### src/rtl/branch_pc_unit_pkg.sv
// Shared encodings for the fetch-side PC / branch redirect stage.
package branch_pc_unit_pkg;

  // Stage state encoding
  localparam logic [1:0] ST_RUN   = 2'd0;
  localparam logic [1:0] ST_FLUSH = 2'd1;
  localparam logic [1:0] ST_HALT  = 2'd2;

  // Opcodes seen in decode
  localparam logic [3:0] OP_B    = 4'hB;
  localparam logic [3:0] OP_HALT = 4'hF;

  // Condition encodings (evaluated by flag_rf, carried in instr[10:8])
  localparam logic [2:0] COND_ALWAYS   = 3'd0;
  localparam logic [2:0] COND_EQUAL    = 3'd1;
  localparam logic [2:0] COND_NOTEQUAL = 3'd2;
  localparam logic [2:0] COND_LESS     = 3'd3;

  // Opcode field of a decode-stage instruction
  function automatic logic [3:0] instr_op(input logic [15:0] ins);
    return ins[15:12];
  endfunction

endpackage

### src/rtl/branch_pc_unit_pc_target_adder.sv
// Branch target: decode PC + 1 + sign-extended 8-bit word offset, modulo 2^PC_W.
module pc_target_adder #(
  parameter int PC_W = 16
) (
  input  logic [PC_W-1:0] base,
  input  logic [7:0]      off,
  output logic [PC_W-1:0] target
);

  localparam logic [PC_W-1:0] PC_ONE = {{(PC_W-1){1'b0}}, 1'b1};

  logic [PC_W-1:0] off_ext;

  // Sign-extend the offset so negative displacements wrap below zero
  assign off_ext = {{(PC_W-8){off[7]}}, off};
  assign target  = base + PC_ONE + off_ext;

endmodule

### src/rtl/branch_pc_unit.sv
// Fetch program counter with taken-branch redirect, wrong-path squash,
// HALT stop and a saturating taken-branch counter.
module branch_pc_unit
  import branch_pc_unit_pkg::*;
#(
  parameter int              PC_W         = 16,
  parameter logic [PC_W-1:0] RESET_PC     = '0,
  parameter int              FLUSH_CYCLES = 1,
  parameter logic [3:0]      HALT_OP      = OP_HALT
) (
  input  logic            clk,
  input  logic            rst_n,
  input  logic            stall,
  input  logic [15:0]     instr,
  input  logic            instr_valid,
  input  logic            branch_taken,
  output logic [PC_W-1:0] pc,
  output logic            pc_valid,
  output logic            flush,
  output logic            halted,
  output logic [15:0]     taken_cnt
);

  localparam logic [PC_W-1:0] PC_ONE    = {{(PC_W-1){1'b0}}, 1'b1};
  localparam logic [2:0]      FCNT_LOAD = 3'(FLUSH_CYCLES - 1);

  logic [1:0]      state;
  logic [2:0]      fcnt;
  logic [PC_W-1:0] dec_pc;
  logic [PC_W-1:0] target_pc;
  logic            is_taken_b;
  logic            is_halt;
  logic            unused_instr_bits;

  // x and cond fields are consumed by flag_rf, not here
  assign unused_instr_bits = ^instr[11:8];

  assign is_taken_b = instr_valid && (instr_op(instr) == OP_B) && branch_taken;
  assign is_halt    = instr_valid && (instr_op(instr) == HALT_OP);

  pc_target_adder #(.PC_W(PC_W)) u_target (
    .base   (dec_pc),
    .off    (instr[7:0]),
    .target (target_pc)
  );

  // PC / redirect state machine; stall freezes every register
  always_ff @(posedge clk) begin
    if (!rst_n) begin
      state     <= ST_RUN;
      fcnt      <= 3'd0;
      pc        <= RESET_PC;
      dec_pc    <= RESET_PC;
      pc_valid  <= 1'b0;
      flush     <= 1'b0;
      halted    <= 1'b0;
      taken_cnt <= 16'd0;
    end else if (!stall) begin
      case (state)
        ST_RUN: begin
          dec_pc <= pc;
          if (is_taken_b) begin
            pc       <= target_pc;
            pc_valid <= 1'b1;
            flush    <= 1'b1;
            fcnt     <= FCNT_LOAD;
            state    <= ST_FLUSH;
            if (taken_cnt != 16'hFFFF) taken_cnt <= taken_cnt + 16'd1;
          end else if (is_halt) begin
            pc_valid <= 1'b0;
            halted   <= 1'b1;
            state    <= ST_HALT;
          end else begin
            // First cycle out of reset only raises pc_valid so RESET_PC is fetched
            pc_valid <= 1'b1;
            if (pc_valid) pc <= pc + PC_ONE;
          end
        end
        ST_FLUSH: begin
          dec_pc <= pc;
          pc     <= pc + PC_ONE;
          if (fcnt == 3'd0) begin
            flush <= 1'b0;
            state <= ST_RUN;
          end else begin
            fcnt <= fcnt - 3'd1;
          end
        end
        ST_HALT: begin
          // Sticky until reset
        end
        default: state <= ST_RUN;
      endcase
    end
  end

endmodule

### config.mk
export PLATFORM = sky130hd
export DESIGN_NAME = branch_pc_unit
export DESIGN_NICKNAME = d
export VERILOG_FILES = /design/src/rtl/branch_pc_unit_pkg.sv /design/src/rtl/branch_pc_unit_pc_target_adder.sv /design/src/rtl/branch_pc_unit.sv
export SDC_FILE = /design/constraint.sdc
export NUM_CORES = 1
export LEC_CHECK = 0
export CELL_PAD_IN_SITES_DETAIL_PLACEMENT = 0
export CELL_PAD_IN_SITES_GLOBAL_PLACEMENT = 1
export CORE_UTILIZATION = 37
export DETAILED_ROUTE_END_ITERATION = 8
export MAX_ROUTING_LAYER = met4
export PLACE_DENSITY = 0.79
export SLEW_MARGIN = 20
export SYNTH_ARGS = -nofsm -noshare
export SYNTH_HDL_FRONTEND = slang
export SYNTH_HIERARCHICAL = 1
export SYNTH_SLANG_ARGS = --single-unit
### constraint.sdc
create_clock -name clk -period 2.6 [get_ports clk]
set_clock_uncertainty 0.15 [all_clocks]
set_input_delay 0.39 -clock clk [delete_from_list [all_inputs] [get_ports clk]]
set_output_delay 0.39 -clock clk [all_outputs]
set_load 0.005 [all_outputs]
==> metrics, run 1 <==
number of port buffers=51; top_reg_cell synth=dfxtp_1; peak supply drop=353 uV; most frequent cell after synthesis=nand2_1; post-synthesis cell type count=71; Avg WL per Cell=16.4 um; critical path data arrival time=2.63 ns; Final Hold Viols=0; Clock Path Buffers=2; via count=3,943; later-pin clock latency in the skew report=roughly 0.32 ns; Synth top area share=29.9%; Tmin final=~2.6 ns; commonest cells in the synthesized netlist=62 x nand2_1, 56 x dfxtp_1, 43 x a21oi_1; Hold Buf Count CTS=0; Tcrit/Tclk final=~98%; fillcell total=978; Worst Path Required=between 2 and 3 ns; first-pass GRT wire length=approximately 18,000 um; Setup Total Neg Slack=0 ns; WS Path Type=input port to flop; Mapped Nets=505; EDFF count, synth=0; TritonCTS clock tree=built; GRT Residual Overflow=0; layout net count=598; die extent in x=103 um; drt pass-1 iters=4; Core ar.=0.00982 sq mm; Synth area leaders=dfxtp_1 30%, ha_1 6.3%, nand2_1 6.2%, a21oi_1 5.7%, mux2i_1 2.7%; Sink Count=56; CP endpoint kind=flop; die area=between 0.01 and 0.015 sq mm; Clk pin slew, worst setup/hold paths=0.11 ns; Post-DRT Antenna Nets=0; Die Ht=103 um; Layout area overhead=34.9%; cell taking the most area after synthesis=dfxtp_1; post-synthesis async set-or-reset flop share=0%; cells along the critical path=dlygate4sd2_1 > inv_1 > ha_4 > inv_2 > fa_2 > a21oi_2 > o211a_1 > o21bai_1 > a21oi_1 > xnor2_1 > nor4_2 > a41oi_1 > o221a_2; worst relative slew slack=between 50 and 60%; static leakage power=0.00189 uW; CTS buffer count=5; Max Slew Vio Count=0; total power draw=1910 uW; H-tree depth=2; Yosys reg bits=56; gpl congestion=between 0.8 and 0.9; fmax=392 MHz; Mapped Cells=464; CP max stage delay=0.35 ns; Setup WS post-layout=~0.046 ns; DRC=0; Ports=56; GRT Total Usage=22.1%; RSZ-0062 raised after global routing=yes; # rows=36; HP Class=flop to flop; post-synthesis cell area=~0.0038 sq mm; Setup crit start kind=input port; Final Util=51.6%; slowest CP cell=fa_2; YS warnings=6; starting density of the core=38.2%; # setup viols final=0; diode count=0; number of max-cap violations=0; final WL=11,300 um; dpl hpwl=8200 um; sequential cell area fraction in the yosys report=between 20% and 30%; crit-path max FO=2; largest net degree at the start of global routing=42; Root Buffer=clkbuf_8; post-DR vias/cell=5.71; pwr dens=approximately 380 mW/mm^2; Mapped Avg Cell Area=around 8.1 sq um; antenna violations before repair=0; 1st-iter DRT viols=182; share of layout cells above drive strength 1=19.4%; vias in the first global route=3,664; worst slack after detailed placement=-0.552 ns; status=completed; hold slack=0.316 ns; actual slew at the worst max-slew pin=a little over 0.6 ns
-- path summary, 6_finish.rpt --
check,start,to,slack [ns],depth (start not counted)
setup reg to reg,dec_pc[0],pc[8],0.06,12
hold reg to reg,fcnt[2],fcnt[2],0.32,2
setup / recovery,instr[0],pc[8],0.05,13
hold / removal,fcnt[2],fcnt[2],0.32,2
-- layout make-up --
class | instances | area, sq um | area share [%]
tap | 133 | 166 | 3.29
clock inverter | 3 | 90.1 | 1.78
inverter | 22 | 82.6 | 1.63
multi-input combinational | 360 | 2560 | 50.5
timing repair buffer | 112 | 971 | 19.2
clock buffer | 5 | 68.8 | 1.36
sequential | 56 | 1130 | 22.2
-- metal layers --
metal  global-route usage (%)  up-vias  part of all wire [%]
met5                        -        -                     0
met4                     4.98        0                   1.4
met3                     2.37       14                   4.2
met2                     37.6      117                    47
met1                     28.2     1881                    47
li1                         -     1931                     -
-- what timing repair did --
action / in CTS / in global routing
pin swaps: 14 / 19
setup endpoints to repair: 7 / 8
setup buffers: 1 / 0
gates resized for setup: 11 / 19
-- sequential cells by signal, indices dropped and copies added, names as in the netlist --
| name | flops |
|---|---|
| taken_cnt | 16 |
| fcnt | 3 |
| halted | 1 |
| state | 2 |
| flush | 1 |
| pc | 16 |
| dec_pc | 16 |
| pc_valid | 1 |
-- layout by cell type, fill, tap and decap left out, types with 4 or more instances in the layout --
cell	n
nor4_1	10
ha_1	14
buf_4	61
o22ai_1	6
o32ai_1	4
nand3_1	12
a21o_1	4
a31oi_1	9
clkbuf_8	5
a2bb2oi_1	7
or4_1	9
dlygate4sd2_1	4
nor3_1	14
clkdlybuf4s50_1	44
inv_1	19
nor2_1	13
ha_4	5
nand4_1	10
dfxtp_1	54
o21ai_0	12
o221a_2	4
a22oi_1	6
and2_1	4
xnor2_1	10
and3_1	5
a21oi_1	39
or3_1	5
nand2b_1	6
o31ai_1	11
nand2_1	62
mux2i_1	10
nor2b_1	7
-- cell families (layout without fill, tap and decap cells) --
kind of cell | Yosys count | after routing | share of synthesized area [%]
flops | 56 | 56 | 29.9
xor+xnor | 13 | 13 | 3.03
simple gates | 176 | 176 | 25.5
compound gates | 140 | 140 | 26.4
fa+ha+maj | 20 | 20 | 6.86
mux | 11 | 11 | 2.97
buf+inv | 48 | 142 | 5.33
-- metrics by stage --
| stage | cell area, sq um | cells |
|---|---|---|
| 2_1_floorplan | 3750 | 464 |
| 6_report | 5060 | 691 |
| 5_1_grt | 5060 | 691 |
| 4_1_cts | 4960 | 691 |
| 3_5_place_dp | 4770 | 682 |
| 3_3_place_gp | 4770 | 682 |
-- where the power goes --
part / switching, uW / total (uW) / internal [uW]
clock network: 316 / 797 / 482
registers: 8.34 / 871 / 863
logic: 130 / 241 / 111
-- worst max-delay path: cells and delay by family --
family,cells,cell delay [ns]
compound gates,6,0.99
xor+xnor,1,0.11
fa+ha+maj,2,0.49
buf+inv,3,0.35
simple gates,1,0.29
Note: power is estimated with default switching activity, not from simulation.
==> run 2: changes to the inputs <==
- GPL_ROUTABILITY_DRIVEN: default -> 0
==> run 2 against run 1 <==
Compared with the run above:
- non-clock buffer count grew 10
- setup slack gained 0.022 ns
- worst hold slack improved by 0.0054 ns
- via count is 1.5% higher
- count of clock-buffer cells in the layout grew 1
- final cell count is 1.4% higher
- first-iteration DRC count up 17%
- critical path depth decreased by 2
- core utilization rose by 0.23 points
- routed wire length up 2.1%
- largest power group unchanged
==> metrics, run 2 (synthesis gave the netlist of run 1 again) <==
status=completed; Pint=1300 uW; share of layout cells above drive strength 1=about a fifth; CTS buffer count=5; Max Slew Vio Count=0; Final Util=51.8%; largest net degree at the start of global routing=25; fmax=395 MHz; Hold Buf Count CTS=0; via count=4,003; Tcrit/Tclk final=97.4%; drt pass-1 iters=4; Setup crit end=pc[15]; Post-DRT Antenna Nets=0; CP max stage delay=0.35 ns; diode count=0; cells along the critical path=inv_2 > ha_4 > buf_4 > nand3b_1 > a211oi_4 > nor3_2 > o31a_1 > o211a_1 > nor4_1 > a31o_2 > a2111oi_4; Clock Path Buffers=2; H-tree depth=2; post-DR vias/cell=5.71; peak supply drop=approximately 200 uV; vias in the first global route=3,677; Setup crit start kind=flop; Root Buffer=clkbuf_8; crit-path max FO=2; TritonCTS clock tree=built; fillcell total=1,015; Setup Total Neg Slack=0 ns; R2R Setup Slk=0.07 ns; CP startpoint=dec_pc[0]; antenna violations before repair=0; Die Ht=103 um; Clk pwr share=36.2%; Post-Layout Cell Count=701; Regs by FF count=dec_pc x16, pc x16, taken_cnt x16; placed cells=689; layout net count=between 600 and 700; Reg2Reg Launch Point=dec_pc[0]; most frequent cells in the layout=71 x buf_4, 62 x nand2_1, 55 x dfxtp_1; final WL=roughly 12,000 um; Layout area overhead=35.5%; starting density of the core=a little under two fifths; Largest delay share family, worst path=compound AO/OA/AOI/OAI gates; critical path data arrival time=roughly 2.6 ns; worst relative slew slack=57.3%; GRT Residual Overflow=0; dpl hpwl=8310 um; Avg WL per Cell=~16 um; WP buf/inv=2; die extent in x=approximately 100 um; die area=0.0106 sq mm; # setup viols final=0; Clk pin slew, worst setup/hold paths=0.11 ns; Tmin final=2.53 ns; Psw=between 400 and 500 uW; first-pass GRT wire length=18,000 um; DRC=0; Sw Share=26.1%; RSZ-0062 raised after global routing=yes; Sink Count=56; # rows=36; combinational share of power=14.1%; actual slew at the worst max-slew pin=0.638 ns; WS Path Type=flop to flop; Core ar.=between 0.009 and 0.01 sq mm; number of port buffers=51; CP Depth=11; CP endpoint kind=flop; static leakage power=0.00192 uW; HP Class=flop to flop; 1st-iter DRT viols=approximately 210; Final Hold Viols=0; Worst Path Required=around 2.6 ns; later-pin clock latency in the skew report=0.32 ns; slowest CP cell=dfxtp_2; most common cell after layout, fill and taps aside=buf_4; pwr dens=around 340 mW/mm^2; GRT Total Usage=22.5%; sequential share of power=between 40% and 50%; number of max-cap violations=0; path depth of the worst reg2reg path=11; Reg2Reg Capture Point=pc[15]; Ports=between 50 and 60
run 2: what timing repair did:
action / CTS / global route
pin swaps: 16 / 19
gates resized for setup: 10 / 15
setup buffers: 2 / 2
setup endpoints to repair: 7 / 7
run 2: metal layers:
layer | vias up | share of wire, % | GRT usage, %
li1 | 1948 | - | -
met1 | 1890 | 45 | 28.7
met2 | 147 | 48 | 37.3
met3 | 18 | 5.3 | 2.92
met4 | 0 | 1.6 | 6.28
met5 | - | 0 | -
run 2: layout make-up:
class / instances / area, sq um / area share [%]
inverter: 22 / 82.6 / 1.62
multi-input combinational: 360 / 2550 / 50.1
clock inverter: 2 / 38.8 / 0.763
clock buffer: 6 / 82.6 / 1.62
tap: 133 / 166 / 3.27
timing repair buffer: 122 / 1050 / 20.6
sequential: 56 / 1120 / 22.1
run 2: how the worst min path moves through the flow:
stage	start	end	slack (ns)	cells past startpoint
finish	fcnt[0]	fcnt[0]	0.32	2
floorplan	dec_pc[0]	dec_pc[0]	0.29	2
CTS	dec_pc[3]	dec_pc[3]	0.32	2
detailed placement	dec_pc[0]	dec_pc[0]	0.31	2
global route	dec_pc[0]	dec_pc[0]	0.34	2
global placement	dec_pc[0]	dec_pc[0]	0.29	2
run 2: power by group through the flow:
| stage | Combinational, uW | Sequential [uW] | Clock [uW] |
|---|---|---|---|
| after floorplan | 115 | 890 | 0 |
| after global placement | 230 | 891 | 0 |
| after detailed placement | 230 | 891 | 0 |
| after CTS | 236 | 872 | 644 |
| after global routing | 269 | 873 | 687 |
| final | 248 | 872 | 634 |
run 2: worst register-to-register path, stage by stage (launching register included):
cell	delay [ns]
dfxtp_2	0.35
inv_2	0.04
ha_4	0.15
buf_4	0.12
nand3b_1	0.22
a211oi_4	0.27
nor3_2	0.09
o31a_1	0.29
o211a_1	0.22
nor4_1	0.26
a31o_2	0.17
a2111oi_4	0.06
run 2: stage by stage:
stage               hold slack, ns  instance area (sq um)  setup WS [ns]  power [uW]
floorplan                    0.286                   3750         0.0365        1000
global placement             0.294                   4820         -0.479        1120
detailed placement           0.306                   4820         -0.557        1120
CTS                          0.322                   4980        -0.0261        1750
global route                 0.338                   5090        -0.0491        1830
finish                       0.322                   5090         0.0679        1750
